[src/rtl/writeback_pkg.sv]
// Shared types and constants for the writeback stage and its machine-mode trap unit.
package writeback_pkg;

  localparam int WB_XLEN       = 32;
  localparam int WB_REG_ADDR_W = 5;

  localparam logic [11:0] CSR_MSTATUS = 12'h300;
  localparam logic [11:0] CSR_MIE     = 12'h304;
  localparam logic [11:0] CSR_MTVEC   = 12'h305;
  localparam logic [11:0] CSR_MEPC    = 12'h341;
  localparam logic [11:0] CSR_MCAUSE  = 12'h342;
  localparam logic [11:0] CSR_MIP     = 12'h344;

  localparam logic [1:0] CSR_OP_NONE  = 2'd0;
  localparam logic [1:0] CSR_OP_WRITE = 2'd1;
  localparam logic [1:0] CSR_OP_SET   = 2'd2;
  localparam logic [1:0] CSR_OP_CLEAR = 2'd3;

  localparam logic [4:0] CAUSE_ILLEGAL = 5'd2;
  localparam logic [4:0] CAUSE_EBREAK  = 5'd3;
  localparam logic [4:0] CAUSE_ECALL   = 5'd11;
  localparam logic [4:0] CAUSE_IRQ_EXT = 5'd11;
  localparam logic [4:0] CAUSE_IRQ_TMR = 5'd7;

  typedef struct packed {
    logic [WB_REG_ADDR_W-1:0] rd_addr;
    logic                     rd_write;
    logic [1:0]               csr_op;
    logic [11:0]              csr_addr;
    logic                     is_ecall;
    logic                     is_ebreak;
    logic                     is_illegal;
    logic                     is_mret;
  } wb_instr_t;

  typedef struct packed {
    logic                     valid;
    logic [WB_REG_ADDR_W-1:0] rd_addr;
    logic [WB_XLEN-1:0]       data;
  } fwd_t;

  typedef enum logic {RUN = 1'b0, TRAP = 1'b1} wb_state_e;

  // Interrupt line index -> mcause code; also the bit position in the mie/mip views.
  function automatic logic [4:0] irq_cause_of(input int idx);
    logic [4:0] c;
    case (idx)
      0:       c = CAUSE_IRQ_EXT;
      1:       c = CAUSE_IRQ_TMR;
      default: c = 5'(16 + idx - 2);
    endcase
    return c;
  endfunction

endpackage

[src/rtl/writeback_stage_trap_if.sv]
// Memory-stage to writeback bus: retire inputs plus redirect and forwarding outputs.
interface writeback_stage_trap_if #(
  parameter int XLEN = writeback_pkg::WB_XLEN
);
  import writeback_pkg::*;

  logic            valid_in;
  logic            stall_out;
  wb_instr_t       instruction_in;
  logic [XLEN-1:0] rd_data_in;
  logic [XLEN-1:0] source_data_in;
  logic [XLEN-1:0] program_counter_in;
  logic [XLEN-1:0] next_program_counter_in;
  logic            jump_valid_out;
  logic [XLEN-1:0] jump_address_out;
  logic            flush_out;
  fwd_t            forwarding_out;

  modport master (
    output valid_in, instruction_in, rd_data_in, source_data_in,
           program_counter_in, next_program_counter_in,
    input  stall_out, jump_valid_out, jump_address_out, flush_out, forwarding_out
  );

  modport slave (
    input  valid_in, instruction_in, rd_data_in, source_data_in,
           program_counter_in, next_program_counter_in,
    output stall_out, jump_valid_out, jump_address_out, flush_out, forwarding_out
  );

endinterface

[src/rtl/trap_csr_file.sv]
// Machine-mode CSR storage, read/modify logic and the interrupt priority encoder.
module trap_csr_file
  import writeback_pkg::*;
#(
  parameter int              XLEN        = WB_XLEN,
  parameter int              NUM_IRQ     = 2,
  parameter logic [XLEN-1:0] RESET_MTVEC = 32'h0000_0100
) (
  input  logic               clk,
  input  logic               rst,
  input  logic [NUM_IRQ-1:0] irq,
  input  logic [1:0]         csr_op,
  input  logic [11:0]        csr_addr,
  input  logic [XLEN-1:0]    csr_operand,
  input  logic               csr_we,
  input  logic               trap_take,
  input  logic [XLEN-1:0]    trap_cause,
  input  logic [XLEN-1:0]    trap_pc,
  input  logic               mret_take,
  output logic [XLEN-1:0]    csr_rdata,
  output logic               csr_illegal,
  output logic               irq_pending,
  output logic [4:0]         irq_cause,
  output logic [XLEN-1:0]    mtvec,
  output logic [XLEN-1:0]    mepc
);

  logic               mie_bit_r;
  logic               mpie_bit_r;
  logic [NUM_IRQ-1:0] irq_en_r;
  logic [XLEN-1:0]    mtvec_r;
  logic [XLEN-1:0]    mepc_r;
  logic [XLEN-1:0]    mcause_r;
  logic [XLEN-1:0]    mie_view_s;
  logic [XLEN-1:0]    mip_view_s;
  logic [XLEN-1:0]    new_val_s;
  logic               addr_known_s;
  logic [NUM_IRQ-1:0] masked_s;
  logic [NUM_IRQ-1:0] lowest_s;

  // Spread per-line enables and requests onto their cause bit positions.
  always_comb begin
    mie_view_s = '0;
    mip_view_s = '0;
    for (int i = 0; i < NUM_IRQ; i++) begin
      mie_view_s[irq_cause_of(i)] = irq_en_r[i];
      mip_view_s[irq_cause_of(i)] = irq[i];
    end
  end

  // CSR read mux; an address outside the implemented set is flagged.
  always_comb begin
    csr_rdata    = '0;
    addr_known_s = 1'b1;
    case (csr_addr)
      CSR_MSTATUS: begin
        csr_rdata[3] = mie_bit_r;
        csr_rdata[7] = mpie_bit_r;
      end
      CSR_MIE:    csr_rdata = mie_view_s;
      CSR_MTVEC:  csr_rdata = mtvec_r;
      CSR_MEPC:   csr_rdata = mepc_r;
      CSR_MCAUSE: csr_rdata = mcause_r;
      CSR_MIP:    csr_rdata = mip_view_s;
      default:    addr_known_s = 1'b0;
    endcase
  end

  assign csr_illegal = (csr_op != CSR_OP_NONE) && !addr_known_s;

  // Read-modify-write value for write/set/clear.
  always_comb begin
    case (csr_op)
      CSR_OP_WRITE: new_val_s = csr_operand;
      CSR_OP_SET:   new_val_s = csr_rdata | csr_operand;
      CSR_OP_CLEAR: new_val_s = csr_rdata & ~csr_operand;
      default:      new_val_s = csr_rdata;
    endcase
  end

  // Lowest enabled request index wins; isolate it as a one-hot.
  assign masked_s    = irq & irq_en_r;
  assign lowest_s    = masked_s & (~masked_s + NUM_IRQ'(1));
  assign irq_pending = mie_bit_r && (|masked_s);

  // Encode the winning line into its cause code.
  always_comb begin
    irq_cause = 5'd0;
    for (int i = 0; i < NUM_IRQ; i++) begin
      irq_cause = irq_cause | ({5{lowest_s[i]}} & irq_cause_of(i));
    end
  end

  // CSR state update: trap entry, then mret, then an explicit CSR instruction.
  always_ff @(posedge clk) begin
    if (!rst) begin
      mie_bit_r  <= 1'b0;
      mpie_bit_r <= 1'b0;
      irq_en_r   <= '0;
      mtvec_r    <= RESET_MTVEC;
      mepc_r     <= '0;
      mcause_r   <= '0;
    end else if (trap_take) begin
      mpie_bit_r <= mie_bit_r;
      mie_bit_r  <= 1'b0;
      mepc_r     <= {trap_pc[XLEN-1:2], 2'b00};
      mcause_r   <= trap_cause;
    end else if (mret_take) begin
      mie_bit_r  <= mpie_bit_r;
      mpie_bit_r <= 1'b1;
    end else if (csr_we) begin
      case (csr_addr)
        CSR_MSTATUS: begin
          mie_bit_r  <= new_val_s[3];
          mpie_bit_r <= new_val_s[7];
        end
        CSR_MIE: begin
          for (int i = 0; i < NUM_IRQ; i++) begin
            irq_en_r[i] <= new_val_s[irq_cause_of(i)];
          end
        end
        CSR_MTVEC:  mtvec_r  <= new_val_s;
        CSR_MEPC:   mepc_r   <= {new_val_s[XLEN-1:2], 2'b00};
        CSR_MCAUSE: mcause_r <= new_val_s;
        default: begin
          mcause_r <= mcause_r;
        end
      endcase
    end else begin
      mcause_r <= mcause_r;
    end
  end

  assign mtvec = mtvec_r;
  assign mepc  = mepc_r;

endmodule

[src/rtl/writeback_stage_trap.sv]
// Pipeline-tail writeback stage: retire/forward, trap decision FSM and fetch redirect.
module writeback_stage_trap
  import writeback_pkg::*;
#(
  parameter int              XLEN        = WB_XLEN,
  parameter int              REG_ADDR_W  = WB_REG_ADDR_W,
  parameter int              NUM_IRQ     = 2,
  parameter logic [XLEN-1:0] RESET_MTVEC = 32'h0000_0100
) (
  input  logic                  clk,
  input  logic                  rst,
  input  logic [NUM_IRQ-1:0]    irq_in,
  writeback_stage_trap_if.slave bus
);

  wb_state_e             state_r;
  wb_state_e             state_n;
  wb_instr_t             instr_s;
  logic [REG_ADDR_W-1:0] rd_addr_s;
  logic                  trap_take_s;
  logic [XLEN-1:0]       trap_cause_s;
  logic                  mret_take_s;
  logic                  retire_s;
  logic                  csr_we_s;
  logic                  exc_s;
  logic [4:0]            exc_cause_s;
  logic [XLEN-1:0]       csr_rdata_s;
  logic                  csr_illegal_s;
  logic                  irq_pending_s;
  logic [4:0]            irq_cause_s;
  logic [XLEN-1:0]       mtvec_s;
  logic [XLEN-1:0]       mepc_s;
  logic                  fwd_valid_s;
  fwd_t                  fwd_r;
  logic                  jump_valid_r;
  logic [XLEN-1:0]       jump_address_r;
  logic                  flush_r;
  logic                  stall_r;
  logic                  unused_next_pc_s;

  assign instr_s          = bus.instruction_in;
  assign rd_addr_s        = instr_s.rd_addr;
  assign unused_next_pc_s = ^bus.next_program_counter_in;

  trap_csr_file #(
    .XLEN        (XLEN),
    .NUM_IRQ     (NUM_IRQ),
    .RESET_MTVEC (RESET_MTVEC)
  ) u_csr (
    .clk         (clk),
    .rst         (rst),
    .irq         (irq_in),
    .csr_op      (instr_s.csr_op),
    .csr_addr    (instr_s.csr_addr),
    .csr_operand (bus.source_data_in),
    .csr_we      (csr_we_s),
    .trap_take   (trap_take_s),
    .trap_cause  (trap_cause_s),
    .trap_pc     (bus.program_counter_in),
    .mret_take   (mret_take_s),
    .csr_rdata   (csr_rdata_s),
    .csr_illegal (csr_illegal_s),
    .irq_pending (irq_pending_s),
    .irq_cause   (irq_cause_s),
    .mtvec       (mtvec_s),
    .mepc        (mepc_s)
  );

  // Synchronous exception priority: illegal (incl. unknown CSR) > ebreak > ecall.
  always_comb begin
    exc_s       = 1'b1;
    exc_cause_s = CAUSE_ILLEGAL;
    if (instr_s.is_illegal || csr_illegal_s) begin
      exc_cause_s = CAUSE_ILLEGAL;
    end else if (instr_s.is_ebreak) begin
      exc_cause_s = CAUSE_EBREAK;
    end else if (instr_s.is_ecall) begin
      exc_cause_s = CAUSE_ECALL;
    end else begin
      exc_s = 1'b0;
    end
  end

  // Next-state and retire decision; interrupts are only sampled with a valid instruction.
  always_comb begin
    state_n      = state_r;
    trap_take_s  = 1'b0;
    trap_cause_s = '0;
    mret_take_s  = 1'b0;
    retire_s     = 1'b0;
    csr_we_s     = 1'b0;
    case (state_r)
      RUN: begin
        if (!bus.valid_in) begin
          state_n = RUN;
        end else if (irq_pending_s) begin
          trap_take_s  = 1'b1;
          trap_cause_s = {1'b1, {(XLEN-6){1'b0}}, irq_cause_s};
          state_n      = TRAP;
        end else if (exc_s) begin
          trap_take_s  = 1'b1;
          trap_cause_s = {1'b0, {(XLEN-6){1'b0}}, exc_cause_s};
          state_n      = TRAP;
        end else if (instr_s.is_mret) begin
          mret_take_s = 1'b1;
        end else begin
          retire_s = 1'b1;
          csr_we_s = (instr_s.csr_op != CSR_OP_NONE);
        end
      end
      TRAP:    state_n = RUN;
      default: state_n = RUN;
    endcase
  end

  assign fwd_valid_s = retire_s && instr_s.rd_write && (rd_addr_s != '0);

  // State and registered outputs; a trap's redirect is presented during the TRAP cycle.
  always_ff @(posedge clk) begin
    if (!rst) begin
      state_r        <= RUN;
      fwd_r          <= '0;
      jump_valid_r   <= 1'b0;
      jump_address_r <= '0;
      flush_r        <= 1'b0;
      stall_r        <= 1'b0;
    end else begin
      state_r       <= state_n;
      fwd_r.valid   <= fwd_valid_s;
      fwd_r.rd_addr <= fwd_valid_s ? rd_addr_s : '0;
      if (!fwd_valid_s) begin
        fwd_r.data <= '0;
      end else if (instr_s.csr_op != CSR_OP_NONE) begin
        fwd_r.data <= csr_rdata_s;
      end else begin
        fwd_r.data <= bus.rd_data_in;
      end
      jump_valid_r <= trap_take_s || mret_take_s;
      flush_r      <= trap_take_s || mret_take_s;
      stall_r      <= trap_take_s;
      if (trap_take_s) begin
        jump_address_r <= {mtvec_s[XLEN-1:2], 2'b00};
      end else if (mret_take_s) begin
        jump_address_r <= mepc_s;
      end else begin
        jump_address_r <= '0;
      end
    end
  end

  assign bus.forwarding_out   = fwd_r;
  assign bus.jump_valid_out   = jump_valid_r;
  assign bus.jump_address_out = jump_address_r;
  assign bus.flush_out        = flush_r;
  assign bus.stall_out        = stall_r;

endmodule

[src/flat_wrapper.sv]
// flat-port wrapper written by rule: the top's interface ports become plain ports
module writeback_stage_trap_flat import writeback_pkg::*;
#(
  parameter int              XLEN        = WB_XLEN,
  parameter int              REG_ADDR_W  = WB_REG_ADDR_W,
  parameter int              NUM_IRQ     = 2,
  parameter logic [XLEN-1:0] RESET_MTVEC = 32'h0000_0100
)
  (clk, rst, irq_in, bus_valid_in, bus_instruction_in, bus_rd_data_in, bus_source_data_in, bus_program_counter_in, bus_next_program_counter_in, bus_stall_out, bus_jump_valid_out, bus_jump_address_out, bus_flush_out, bus_forwarding_out);
  writeback_stage_trap_if #(.XLEN(XLEN)) bus_i ();
  input  logic clk;
  input  logic rst;
  input  logic [NUM_IRQ-1:0] irq_in;
  input wire logic [$bits(bus_i.valid_in)-1:0] bus_valid_in;
  input wire logic [$bits(bus_i.instruction_in)-1:0] bus_instruction_in;
  input wire logic [$bits(bus_i.rd_data_in)-1:0] bus_rd_data_in;
  input wire logic [$bits(bus_i.source_data_in)-1:0] bus_source_data_in;
  input wire logic [$bits(bus_i.program_counter_in)-1:0] bus_program_counter_in;
  input wire logic [$bits(bus_i.next_program_counter_in)-1:0] bus_next_program_counter_in;
  output wire logic [$bits(bus_i.stall_out)-1:0] bus_stall_out;
  output wire logic [$bits(bus_i.jump_valid_out)-1:0] bus_jump_valid_out;
  output wire logic [$bits(bus_i.jump_address_out)-1:0] bus_jump_address_out;
  output wire logic [$bits(bus_i.flush_out)-1:0] bus_flush_out;
  output wire logic [$bits(bus_i.forwarding_out)-1:0] bus_forwarding_out;
  assign bus_i.valid_in = bus_valid_in;
  assign bus_i.instruction_in = bus_instruction_in;
  assign bus_i.rd_data_in = bus_rd_data_in;
  assign bus_i.source_data_in = bus_source_data_in;
  assign bus_i.program_counter_in = bus_program_counter_in;
  assign bus_i.next_program_counter_in = bus_next_program_counter_in;
  assign bus_stall_out = bus_i.stall_out;
  assign bus_jump_valid_out = bus_i.jump_valid_out;
  assign bus_jump_address_out = bus_i.jump_address_out;
  assign bus_flush_out = bus_i.flush_out;
  assign bus_forwarding_out = bus_i.forwarding_out;
  writeback_stage_trap #(.XLEN(XLEN), .REG_ADDR_W(REG_ADDR_W), .NUM_IRQ(NUM_IRQ), .RESET_MTVEC(RESET_MTVEC)) u_core (.clk(clk), .rst(rst), .irq_in(irq_in), .bus(bus_i));
endmodule
[config.mk]
export PLATFORM = sky130hd
export DESIGN_NAME = writeback_stage_trap_flat
export DESIGN_NICKNAME = d
export VERILOG_FILES = /design/src/rtl/writeback_pkg.sv /design/src/rtl/writeback_stage_trap_if.sv /design/src/rtl/trap_csr_file.sv /design/src/rtl/writeback_stage_trap.sv /design/src/flat_wrapper.sv
export SDC_FILE = /design/constraint.sdc
export NUM_CORES = 1
export LEC_CHECK = 0
export BUFFER_PORTS_ARGS = -buffer_cell sky130_fd_sc_hd__buf_2
export CAP_MARGIN = 20
export CORE_MARGIN = 3
export CORE_UTILIZATION = 54
export CTS_BUF_LIST = sky130_fd_sc_hd__clkbuf_8
export DETAILED_ROUTE_END_ITERATION = 16
export HOLD_SLACK_MARGIN = 0.02
export PLACE_DENSITY = 0.9
export SYNTH_ARGS = -nofsm -noshare
export SYNTH_HDL_FRONTEND = slang
export SYNTH_SLANG_ARGS = --single-unit
export TNS_END_PERCENT = 100
[constraint.sdc]
create_clock -name clk -period 2.5 [get_ports clk]
set_input_delay 0.125 -clock clk [delete_from_list [all_inputs] [get_ports clk]]
set_output_delay 0.125 -clock clk [all_outputs]
set_load 0.01 [all_outputs]
==> flow_summary.yaml <==
placement:
  io_buffers: 193
  placedCellCount: 1279
  gp_congestion: 0.9657
  hpwl_mm: 17.03
  place_ws_ns: 0.06124
sta:
  max_slew_margin: 0.3760
  hold_viol_final: 0
  skew_ns: 0.01500
  whs_ns: 0.04297
  layout_min_cycle_time_ns: 2.359
  rsz0062_at_grt: "no"
  timing.final.ws_setup_ns: 0.1414
  tns_ns: 0
  setup_viol: 0
  slew_violations: 0
  max_slew.worst_pin.slew_ns: 0.9338
  timing.final.crit_share: 0.9434
  fmax_ghz: 0.4240
critical_path:
  worst_path_max_delay_cell: "nor2_4"
  cp.required_ns: 2.88
  critPathArrivalTime_ns: 2.74
  cp-start-kind: "flip-flop"
  reg2reg_depth: 7
  crit_chain: "a22o_1, a2111oi_4, o211a_1, nor2_4, buf_4, nand2_1, a31oi_1"
  path_buf_inv: 1
  cp_slowest_stage_delay_ns: 0.66
  path_max_fanout: 25
  crit_cells: 7
  setup.worst_path.end_class: "flip-flop"
  path_class: "reg2reg"
  critPathTopFamily: "compound AO/OA/AOI/OAI gates"
worst_hold_path:
  worstHoldPathType: "in2reg"
  min_path_cells: 3
layout:
  nets: 1342
  layout_commonest_cell: "nand2_1"
  fin_util: 0.7317
  layout.cells.non_filler: 1377
  nFillCells: 960
  antenna_cells: 0
  area_delta_synth_final_pct: 30.99
  final_cell_mix: "nand2_1, buf_2, dfxtp_1, a21oi_1, dlygate4sd3_1"
  drive_gt1_frac: 0.2715
die:
  die_h_um: 126.5
  die_width_um: 126.5
  ios: 230
  die-area_sq_um: 16010
  start_util: 0.5586
  core-area_sq_um: 14040
  rows: 43
global_route:
  grt_usage: 0.3367
  grt_pass1_wl_mm: 42.90
  gr-total-overflow: 0
  grt_pass1_vias: 8296
  antenna_found_initial: 0
  grt_max_degree: 62
run_status:
  status: "finished clean"
synth:
  synthFlopType: "dfxtp_1"
  synth-simple-area-share: 0.1798
  synth_top_family_by_area: "compound AO/OA/AOI/OAI gates"
  synth-seq-area-share: 0.4288
  syn_area_sq_um: 7844
  synth_warnings: 0
  synth_cell_types: 58
  synth_xor_area_frac: 0.03461
  synthCells: 934
  synth.area.mux_share: 0.007657
  async_flop_share: 0
  synth-compound-area-share: 0.2938
  synth-adder-area-share: 0
  synth_edf_count: 0
  avgSynthCellArea_sq_um: 8.398
  synth-seq-cells: 168
pwr:
  p_leak_nw: 4.197
  power.density_nw_per_um2: 534.2
  ir_drop_mv: 0.5871
clock_network:
  max-clock-path-buffers: 2
  cts_setup_buffers: 0
  clkSinkCount: 168
  path_clk_slew_ns: 0.08
  cts_tree: "done"
  clockRootBuffer: "clkbuf_8"
  insertion_delay_ns: 0.48
  cts_max_level: 4
  numCtsBuffers: 17
route:
  wire_per_inst_um: 19.99
  dr_total_vias: 8545
  wirelength_mm: 27.53
  drtIter0Drc: 1054
  drc: 0
  drt_pre_antenna_iters: 5
  ant_nets: 0
  post_drt_via_cell_ratio: 6.206
run:
  drv_cap: 0
## cells by family (layout without fill, tap and decap cells)
kind of cell / Yosys count / count (layout)
AO/OA/AOI/OAI: 308 / 308
XOR/XNOR: 31 / 31
buffers and inverters: 97 / 359
flip-flops: 168 / 168
multiplexers: 6 / 6
other: 1 / 2
AND/OR/NAND/NOR: 323 / 323
## through the flow
step	total power, mW	instance area, sq um
floorplan	3.199	7848
global placement	3.453	9201
detailed placement	3.469	9201
CTS	5.448	10260
global route	5.641	10270
finish	5.488	10270
## path summary, 6_finish.rpt
check,end,slack (ns),from
worst max-delay path,u_core.u_csr.mepc[22],0.14,u_core.u_csr.irq_en_r[0]
worst min-delay path,u_core.u_csr.mepc[31],0.04,bus_program_counter_in[31]
worst max register to register,u_core.u_csr.mepc[22],0.14,u_core.u_csr.irq_en_r[0]
worst min register to register,u_core.u_csr.mcause_r[7],0.45,u_core.u_csr.mcause_r[7]
## layer usage
metal	wire, um	up-vias	global-route usage
met5	0	-	0
met3	2982	129	0.07663
met2	13030	642	0.5520
li1	-	3847	-
met1	10320	3927	0.4093
met4	1193	0	0.1861
## final cells by class
type                            count  area, sq um  share of cell area
Multi-Input combinational cell    670         4119              0.4009
Timing Repair Buffer              316         2132              0.2075
Clock inverter                     13        142.6             0.01388
Inverter                           12        45.04            0.004384
Clock buffer                       18        247.7             0.02411
Tap cell                          180        225.2             0.02192
Sequential cell                   168         3363              0.3273
## state kept, by name (all words and copies together) (netlist names), 2 cells and up
| signal | count |
|---|---|
| u_core.bus.jump_address_out | 30 |
| u_core.bus.forwarding_out | 38 |
| u_core.u_csr.mtvec | 32 |
| u_core.u_csr.irq_en_r | 2 |
| u_core.u_csr.mcause_r | 32 |
| u_core.u_csr.mepc | 30 |
## synth_stat cells, types with 3 or more instances
library cell,count,area (sq um)
a22oi_2,40,500.5
a211oi_1,30,225.2
buf_4,5,37.54
nor3_1,8,40.04
inv_1,11,41.29
xnor2_1,31,271.5
clkbuf_1,52,195.2
a22o_1,59,516.8
or3_1,4,25.02
a21oi_1,69,345.3
nand2b_1,3,18.77
a31oi_1,31,193.9
nand3_1,11,55.05
mux2i_1,6,60.06
dfxtp_1,168,3363
nor4bb_1,3,30.03
a22oi_1,17,127.6
nand3b_1,5,37.54
o21ai_0,37,185.2
nand2_1,207,777.0
o31ai_1,4,30.03
nor2_1,52,195.2
buf_6,3,33.78
and3_1,3,18.77
nor2b_1,3,18.77
nor3b_1,3,22.52
nor4_1,3,18.77
buf_2,20,100.1
nand4_1,7,43.79
buf_1,5,18.77
## worst register-to-register path, stage by stage, from the launching register on
cell       delay (ns)
dfxtp_1          0.39
a22o_1           0.22
a2111oi_4        0.11
o211a_1          0.28
nor2_4           0.67
buf_4            0.33
nand2_1          0.09
a31oi_1          0.19
## repair_timing
action,CTS,global route
hold endpoints to repair,67,0
resized for setup,0,1
hold buffers,67,0
setup endpoints to repair,0,42
## power breakdown
part           total (mW)  internal, mW  switching, mW
combinational       0.762         0.324          0.439
sequential           2.76          2.72         0.0383
clock                1.96         0.987          0.976
total                5.49          4.04           1.45
Note: power is estimated with default switching activity, not from simulation.
